$ cat src/rtl/mips_fetch_unit.sv
// mips_fetch_unit: instruction fetch stage in front of the MIPS core.
// Owns the PC and issues word reads to an instruction memory with a fixed
// one-cycle read latency. Returned words are held in a DEPTH-entry FIFO of
// {pc, inst} and handed to the core. Redirects flush stale work, and halt
// freezes issue and presentation.
// Optional feature macro: FETCH_PERF_EN adds saturating perf_fetched and
// perf_squashed counters.
//
// Handshake: the core takes the head entry in any cycle where
// inst_valid & inst_ready are both 1. inst_valid never depends on inst_ready.
// imem_req depends combinationally on inst_ready, because a pop this cycle
// frees a FIFO slot for the word that returns next cycle.
module mips_fetch_unit #(
   parameter logic [31:0] RESET_PC = 32'h0000_0000,
   parameter int          DEPTH    = 2
) (
   input  logic        clk,
   input  logic        rst_b,
   output logic        imem_req,
   output logic [31:0] imem_addr,
   input  logic [31:0] imem_rdata,
   output logic [31:0] inst,
   output logic [31:0] inst_pc,
   output logic        inst_valid,
   input  logic        inst_ready,
   input  logic        redirect_en,
   input  logic [31:0] redirect_pc,
   input  logic        halted
`ifdef FETCH_PERF_EN
   ,
   output logic [31:0] perf_fetched,
   output logic [31:0] perf_squashed
`endif
);

   localparam int            AW      = (DEPTH > 1) ? $clog2(DEPTH) : 1;
   localparam int            CW      = $clog2(DEPTH) + 1;
   localparam logic [CW-1:0] DEPTH_C = CW'(DEPTH);

   logic [31:0]   fetch_pc_q, fetch_pc_d;
   logic          inflight_q, inflight_d;
   logic [31:0]   inflight_pc_q, inflight_pc_d;
   logic [CW-1:0] count_q, count_d;
   logic [AW-1:0] rd_ptr_q, rd_ptr_d;
   logic [AW-1:0] wr_ptr_q, wr_ptr_d;
   logic [31:0]   pc_mem_q [DEPTH];
   logic [31:0]   pc_mem_d [DEPTH];
   logic [31:0]   inst_mem_q [DEPTH];
   logic [31:0]   inst_mem_d [DEPTH];

   logic          pop;
   logic          push;
   logic [CW-1:0] credit;

   // Redirect targets are always word aligned; the low bits are dropped.
   logic unused_redirect_lsbs;
   assign unused_redirect_lsbs = ^redirect_pc[1:0];

   // Head presentation from FIFO registers and the credit-based issue decision
   always_comb begin
      inst_valid = !rst_b && !halted && (count_q != '0);
      inst       = inst_mem_q[rd_ptr_q];
      inst_pc    = pc_mem_q[rd_ptr_q];
      pop        = inst_valid && inst_ready;
      // A redirect squashes whatever lands this cycle.
      push       = inflight_q && !redirect_en;
      // Slots committed after this cycle: entries kept plus the word in flight.
      credit     = count_q - CW'(pop) + CW'(inflight_q);
      imem_req   = !rst_b && !halted && !redirect_en && (credit < DEPTH_C);
      imem_addr  = fetch_pc_q;
   end

   // Next-state for PC, in-flight tracking and FIFO; a flush overrides push/pop
   always_comb begin
      fetch_pc_d    = fetch_pc_q;
      inflight_d    = imem_req;
      inflight_pc_d = inflight_pc_q;
      count_d       = count_q;
      rd_ptr_d      = rd_ptr_q;
      wr_ptr_d      = wr_ptr_q;
      pc_mem_d      = pc_mem_q;
      inst_mem_d    = inst_mem_q;
      if (imem_req) begin
         fetch_pc_d    = fetch_pc_q + 32'd4;
         inflight_pc_d = fetch_pc_q;
      end
      if (redirect_en) begin
         fetch_pc_d = {redirect_pc[31:2], 2'b00};
         count_d    = '0;
         rd_ptr_d   = '0;
         wr_ptr_d   = '0;
      end else begin
         if (push) begin
            pc_mem_d[wr_ptr_q]   = inflight_pc_q;
            inst_mem_d[wr_ptr_q] = imem_rdata;
            wr_ptr_d             = wr_ptr_q + AW'(1);
         end
         if (pop) begin
            rd_ptr_d = rd_ptr_q + AW'(1);
         end
         count_d = count_q + CW'(push) - CW'(pop);
      end
   end

   // State registers with synchronous active-high reset
   always_ff @(posedge clk) begin
      if (rst_b) begin
         fetch_pc_q    <= RESET_PC;
         inflight_q    <= 1'b0;
         inflight_pc_q <= '0;
         count_q       <= '0;
         rd_ptr_q      <= '0;
         wr_ptr_q      <= '0;
         pc_mem_q      <= '{default: '0};
         inst_mem_q    <= '{default: '0};
      end else begin
         fetch_pc_q    <= fetch_pc_d;
         inflight_q    <= inflight_d;
         inflight_pc_q <= inflight_pc_d;
         count_q       <= count_d;
         rd_ptr_q      <= rd_ptr_d;
         wr_ptr_q      <= wr_ptr_d;
         pc_mem_q      <= pc_mem_d;
         inst_mem_q    <= inst_mem_d;
      end
   end

   // The credit rule must never let a returning word land on a full FIFO
   always_ff @(posedge clk) begin
      if (!rst_b) begin
         assert (!(push && (count_q == DEPTH_C)));
      end
   end

`ifdef FETCH_PERF_EN
   logic [31:0] perf_fetched_q, perf_fetched_d;
   logic [31:0] perf_squashed_q, perf_squashed_d;
   logic [32:0] squash_sum;

   // Saturating counts of pushed entries and of squashed or flushed work
   always_comb begin
      perf_fetched_d = perf_fetched_q;
      if (push && (perf_fetched_q != 32'hFFFF_FFFF)) begin
         perf_fetched_d = perf_fetched_q + 32'd1;
      end
      squash_sum = {1'b0, perf_squashed_q};
      if (redirect_en) begin
         squash_sum = squash_sum + 33'(count_q) + 33'(inflight_q);
      end
      perf_squashed_d = squash_sum[32] ? 32'hFFFF_FFFF : squash_sum[31:0];
   end

   // Perf counter registers
   always_ff @(posedge clk) begin
      if (rst_b) begin
         perf_fetched_q  <= '0;
         perf_squashed_q <= '0;
      end else begin
         perf_fetched_q  <= perf_fetched_d;
         perf_squashed_q <= perf_squashed_d;
      end
   end

   assign perf_fetched  = perf_fetched_q;
   assign perf_squashed = perf_squashed_q;
`endif

endmodule
$ cat config.mk
export PLATFORM = sky130hd
export DESIGN_NAME = mips_fetch_unit
export DESIGN_NICKNAME = d
export VERILOG_FILES = /design/src/rtl/mips_fetch_unit.sv
export SDC_FILE = /design/constraint.sdc
export NUM_CORES = 1
export LEC_CHECK = 0
export ABC_AREA = 1
export BUFFER_PORTS_ARGS = -buffer_cell sky130_fd_sc_hd__clkbuf_2
export CAP_MARGIN = 10
export CELL_PAD_IN_SITES_DETAIL_PLACEMENT = 0
export CELL_PAD_IN_SITES_GLOBAL_PLACEMENT = 1
export CORE_UTILIZATION = 39
export DETAILED_ROUTE_END_ITERATION = 6
export PLACE_DENSITY = 0.8
export SETUP_SLACK_MARGIN = 0.5
export SYNTH_ARGS = -nofsm -noshare
export SYNTH_HDL_FRONTEND = slang
export SYNTH_SLANG_ARGS = --single-unit
$ cat constraint.sdc
create_clock -name clk -period 2.48 [get_ports clk]
set_input_delay 0 -clock clk [delete_from_list [all_inputs] [get_ports clk]]
set_output_delay 0 -clock clk [all_outputs]
set_load 0.02 [all_outputs]
==> flow_metrics.tcl, run 1 <==
set metrics [dict create \
    grt_use_total_pct 20.9 \
    fp.dieW_um 149 \
    areaGrowthSynthToFinish_pct 31.1 \
    syn_area_per_cell_um2 6.87 \
    cts_root_buf "clkbuf_16" \
    hold_class "in2reg" \
    peakVddDrop_mv 0.385 \
    cp_max_fo 3 \
    fillers 2100 \
    syn-cell-area_mm2 0.00839 \
    clockBufferDepth 2 \
    start_util_pct 39.9 \
    required_ps 2480 \
    skew_ps 7.77 \
    hpwl_mm 14.4 \
    synthCells 1221 \
    grt_pass1_wl_mm 36.9 \
    p_total_mw 6.45 \
    slew_headroom_pct 65.3 \
    drc 0 \
    gr-total-overflow 0 \
    setup_violations 0 \
    cp_data_arrival_time_ps 2080 \
    yosys_warnings 0 \
    post-route-util_pct 52.3 \
    final.setup.worst_slack_ps 395 \
    final-hold-violation-count 0 \
    io_buffers 160 \
    cts_buffers 17 \
    clkSinkCount 189 \
    ys_seq_area_share_pct 45.1 \
    endpoint_kind "output pin" \
    r2r_slack_ps 410 \
    num_rows 53 \
    maxCapViolations 0 \
    grt_pass1_vias 7340 \
    vias 8175 \
    insertion_delay_ps 420 \
    power_density_mw_per_mm2 587 \
    hold_ws_ps 171 \
    avgRoutedWirePerCell_um 13.3 \
    dp_cells 1597 \
    design_area_mm2 0.0110 \
    cts_tree "done" \
    drv_slew 0 \
    pre_cts_ws_ps 243 \
    globalplace.congestion 0.790 \
    ys_seq_elements 189 \
    status "finished clean" \
    rsz0062_at_grt "true" \
    grt_max_degree 147 \
    cellLeakagePower_nw 4.73 \
    startpoint_type "flip-flop" \
    path_class "reg2out" \
    fin_setup_tns_ps 0 \
    insertedDiodeCount 0 \
    placed_cell_area_mm2 0.00945 \
    synthDistinctLibCells 28 \
    drtIter0Drc 323 \
    htreeDepth 4 \
    clk_pin_slew_ps 70 \
    antenna_found_initial 0 \
    die_h_um 149 \
    min_period_ps 2080 \
    drive_gt1_share_pct 19.4 \
    tightest_slew_ps 521 \
    period_share_pct 84.1 \
    max_freq_mhz 480 \
    nNetsFinal 1499 \
    drtPass1Iterations 4 \
    coreArea_mm2 0.0210 \
    finalWirelength_mm 22.8 \
    io_pins 167 \
    fin_cells 1714 \
    drtAntennaViolNets 0 \
    vias_per_cell 4.77 \
    dieArea_mm2 0.0221 \
]
-- critical path, stage by stage, from the launching register on --
cell and delay (ps):
dfxtp_2 340, inv_2 50, a211oi_4 250, nand2_2 100, inv_2 90, ha_4 190
inv_2 50, nand2_2 50, inv_2 60, nand2_2 60, nand3_4 90, clkinv_4 90
buf_12 130, buf_8 120
-- cells in the mapped netlist --
library cell | count | share of area, %
ha_1 | 4 | 0.60
nor2_4 | 6 | 0.81
nor2_2 | 3 | 0.22
conb_1 | 1 | 0.045
nand2_4 | 1 | 0.13
nand2_1 | 235 | 11
inv_1 | 119 | 5.3
o21bai_1 | 4 | 0.36
a21oi_1 | 121 | 7.2
nand3b_1 | 1 | 0.090
buf_2 | 15 | 0.90
buf_6 | 1 | 0.13
buf_1 | 1 | 0.045
or2_2 | 2 | 0.15
inv_2 | 5 | 0.22
clkbuf_1 | 56 | 2.5
dfxtp_1 | 189 | 45
xor2_1 | 2 | 0.21
nand3_2 | 1 | 0.12
nor2_1 | 167 | 7.5
and2_1 | 3 | 0.22
xnor2_1 | 7 | 0.73
o21ai_0 | 212 | 13
a21boi_0 | 1 | 0.090
buf_4 | 6 | 0.54
a211oi_1 | 1 | 0.090
nand2_2 | 5 | 0.37
nand3_1 | 52 | 3.1
-- registers in the layout, indices dropped and copies added, names as in the netlist --
name           cells
count_q            2
imem_addr         30
inflight_pc_q     30
inflight_q         1
inst_mem_q        64
pc_mem_q          60
rd_ptr_q           1
wr_ptr_q           1
-- cells in the final DEF (no fill, tap or decap), types with 4 or more instances in the layout --
master | Yosys | routed
a21oi_1 | 121 | 116
a21oi_2 | 0 | 5
buf_12 | 0 | 7
buf_4 | 6 | 18
buf_6 | 1 | 11
clkbuf_16 | 0 | 18
clkbuf_2 | 0 | 159
clkinv_2 | 0 | 5
conb_1 | 1 | 4
dfxtp_1 | 189 | 186
dlygate4sd3_1 | 0 | 63
inv_1 | 119 | 113
inv_2 | 5 | 9
nand2_1 | 235 | 230
nand2_2 | 5 | 10
nand3_1 | 52 | 48
nor2_1 | 167 | 166
nor2_4 | 6 | 7
o21ai_0 | 212 | 206
o21ai_1 | 0 | 5
o21bai_1 | 4 | 4
xnor2_1 | 7 | 7
-- path summary, 6_finish.rpt --
kind / startpoint / to / cells after the start
worst max-delay path: count_q[1] / imem_req / 13
worst min-delay path: rst_b / inflight_pc_q[9] / 3
worst max register to register: count_q[1] / inflight_pc_q[29] / 15
worst min register to register: pc_mem_q[49] / pc_mem_q[49] / 2
-- power by group --
group          internal, mW  leakage (nW)  switching (mW)
clock network          1.44         0.271            1.16
logic                 0.275          2.92           0.380
registers              3.12          1.54          0.0775
total                  4.83          4.73            1.62
-- per-layer routing --
| layer | global-route usage [%] | share of wire, % |
|---|---|---|
| met1 | 29.1 | 49 |
| met2 | 33.4 | 45 |
| met3 | 3.13 | 4.7 |
| met5 | 0 | 0 |
| met4 | 5.98 | 1.2 |
-- cells by family after synthesis --
logic type | share of synthesized area, %
xor gates and xnor gates | 0.940
other | 0.0447
DFF | 45.1
and+or+nand+nor | 23.2
buffers and inverters | 9.67
adders and majority gates | 0.597
AOI/OAI and AO/OA | 20.4
-- final cells by class --
class	instances	area (um2)	area share (%)
flip-flops and latches	189	3790	34.5
multi-input cells	832	3910	35.6
repair buffers	262	1930	17.5
clock buffers	22	464	4.22
well taps	275	344	3.13
clock inverters	10	88.8	0.808
inverters	124	472	4.29
-- what timing repair did --
| item | CTS | global route |
|---|---|---|
| endpoints found under the hold margin | 98 | 0 |
| endpoints found under the setup margin | 61 | 86 |
| setup buffers | 16 | 4 |
| cloned | 1 | 1 |
| resized for setup | 27 | 22 |
| pin swaps | 6 | 5 |
| hold buffers | 63 | 0 |
Power figures use the tool's default switching activity.
==> inputs of run 2 (changes only) <==
- clock period: 2.48 -> 1.95 ns (I/O delays scaled with it)
==> run 2 against run 1 <==
Effect of this change: the flow now finishes with violations (negative setup slack); cell count increased by 3.2%; sequential share of layout area decreased by 6.5 points; hold slack got worse by 68 ps; die area unchanged; wire length increased by 32%; worst setup slack got worse by 530 ps; clock skew about the same; critical path depth unchanged; sequential cell count unchanged; final area increased by 23%; combinational power increased by 63%; highest routed layer unchanged.
==> flow_metrics.tcl, run 2 (synthesis results as in run 1) <==
set metrics [dict create \
    status "finished, violations left" \
    violations "negative setup slack" \
    hold_class "in2reg" \
    coreArea_mm2 0.0210 \
    max_freq_mhz 480 \
    grt_pass1_vias 8482 \
    skew_ps 7.84 \
    insertion_delay_ps 440 \
    slew_headroom_pct 61.6 \
    cts_root_buf "clkbuf_16" \
    grt_pass1_wl_mm 45.1 \
    tightest_slew_ps 576 \
    nNetsFinal 1554 \
    setup_violations 57 \
    htreeDepth 4 \
    antenna_found_initial 0 \
    cp_data_arrival_time_ps 2080 \
    areaGrowthSynthToFinish_pct 61.7 \
    clkSinkCount 189 \
    p_total_mw 8.81 \
    power.switching_mw 2.50 \
    cts_tree "done" \
    rsz0062_at_grt "true" \
    io_pins 167 \
    start_util_pct 39.9 \
    cp_slowest_cell "dfxtp_2" \
    mostFrequentLayoutCells "dfxtp_1 (185), nand2_1 (170), nor2_1 (166)" \
    final-hold-violation-count 0 \
    avgRoutedWirePerCell_um 17.1 \
    cpMostUsedCell "inv_2" \
    reg_top3 "inst_mem_q: 64 flops, pc_mem_q: 60 flops" \
    largest_register_ffs 64 \
    drv_slew 0 \
    dieArea_mm2 0.0221 \
    cts_buffers 17 \
    vias_per_cell 5.09 \
    grt_util_met2_pct 46.5 \
    finalWirelength_mm 30.2 \
    cellLeakagePower_nw 6.28 \
    final_common_cell "dfxtp_1" \
    die_h_um 149 \
    fillers 1740 \
    grtUsageMet3_pct 5.34 \
    min_period_ps 2080 \
    grt_use_met1_pct 31.4 \
    num_rows 53 \
    maxCapViolations 0 \
    p_int_mw 6.31 \
    vias 8997 \
    peakVddDrop_mv 0.568 \
    period_share_pct 107 \
    endpoint_kind "output pin" \
    drtIter0Drc 663 \
    drc 0 \
    drive_gt1_share_pct 32.3 \
    startpoint_type "flip-flop" \
    grt_use_total_pct 26.5 \
    globalplace.congestion 0.866 \
    cp_max_fo 3 \
    fp.dieW_um 149 \
    grt_max_degree 147 \
    clk_pin_slew_ps 80 \
    path_class "reg2out" \
    pwr-share-clk_pct 41.6 \
    drtPass1Iterations 7 \
    gr-total-overflow 0 \
    clockBufferDepth 2 \
    top_register "inst_mem_q" \
    grt-busiest-layer "met2" \
    fin_setup_tns_ps -2400 \
    pwr-share-comb_pct 12.2 \
    seq_power_share_pct 46.2 \
    insertedDiodeCount 0 \
    power.share.switching_pct 28.3 \
    crit_chain "inv_2, a211oi_4, nand2_1, inv_2, ha_4, inv_2, nand2_4, inv_2, nand2_2, nand3_4, inv_4, buf_12, buf_8" \
    power_density_mw_per_mm2 650 \
    drtAntennaViolNets 0 \
    cp_slowest_stage_delay_ps 340 \
    hpwl_mm 15.7 \
    io_buffers 160 \
    required_ps 1950 \
    final.setup.worst_slack_ps -133 \
]
run 2: cell count changes in the layout (fill, tap and decap cells not counted), sizes merged:
cell    change
inv         +6
clkbuf     -51
bufbuf      -1
clkinv      -1
buf       +101
nand3       +1
run 2: path summary, 6_finish.rpt:
path	slack, ps	endpoint	from	cells after the start
setup / recovery	-130	imem_req	count_q[1]	13
setup reg to reg	-100	imem_addr[8]	count_q[1]	17
hold / removal	100	inst_mem_q[38]	redirect_en	4
hold reg to reg	460	inst_mem_q[44]	inst_mem_q[44]	2
run 2: what timing repair did:
item | in CTS | in global routing
setup endpoints to repair | 128 | 222
hold buffers | 63 | 0
setup buffers | 36 | 8
pin swaps | 42 | 45
endpoints found under the hold margin | 98 | 0
resized for setup | 369 | 182
cloned | 17 | 3
run 2: critical path: cells and delay by family, from the launching register on:
kind	cells	cell delay (ps)
fa+ha+maj	1	200
flops	1	340
buf+inv	7	540
simple gates	4	330
compound gates	1	230
run 2: final cells by class:
type | count | area, um2 | share of cell area (%)
multi-input cells | 833 | 4880 | 36.0
well taps | 275 | 344 | 2.54
flip-flops and latches | 189 | 3790 | 28.0
repair buffers | 316 | 3440 | 25.4
clock buffers | 17 | 425 | 3.14
inverters | 124 | 474 | 3.50
clock inverters | 15 | 195 | 1.44
run 2: power by group through the flow:
stage	clock [mW]	sequential, mW	combinational (mW)
2_1_floorplan	0	4.17	0.414
3_3_place_gp	0	4.15	0.729
3_5_place_dp	0	4.15	0.734
4_1_cts	3.71	4.06	0.970
5_1_grt	3.90	4.08	1.15
6_report	3.67	4.07	1.07
run 2: per-stage QoR:
| step | cells | worst slack [ps] | cell area, um2 | hold WS, ps | util, % |
|---|---|---|---|---|---|
| floorplan | 1224 | -64.0 | 8460 | 32.7 | - |
| global placement | 1610 | -51.4 | 9580 | 240 | 45.6 |
| detailed placement | 1610 | -108 | 9580 | 247 | 45.6 |
| CTS | 1758 | -118 | 12800 | 99.7 | 61.0 |
| global route | 1769 | -195 | 13600 | 98.7 | 64.5 |
| finish | 1769 | -133 | 13600 | 103 | 64.5 |
run 2: per-layer routing:
layer  vias up  share of wire (%)  routed length (um)
met1      4220                 41               12300
met4         0                2.4                 710
met5         -                  0                   0
li1       4436                  -                   -
met3        49                6.0                1820
met2       292                 51               15400
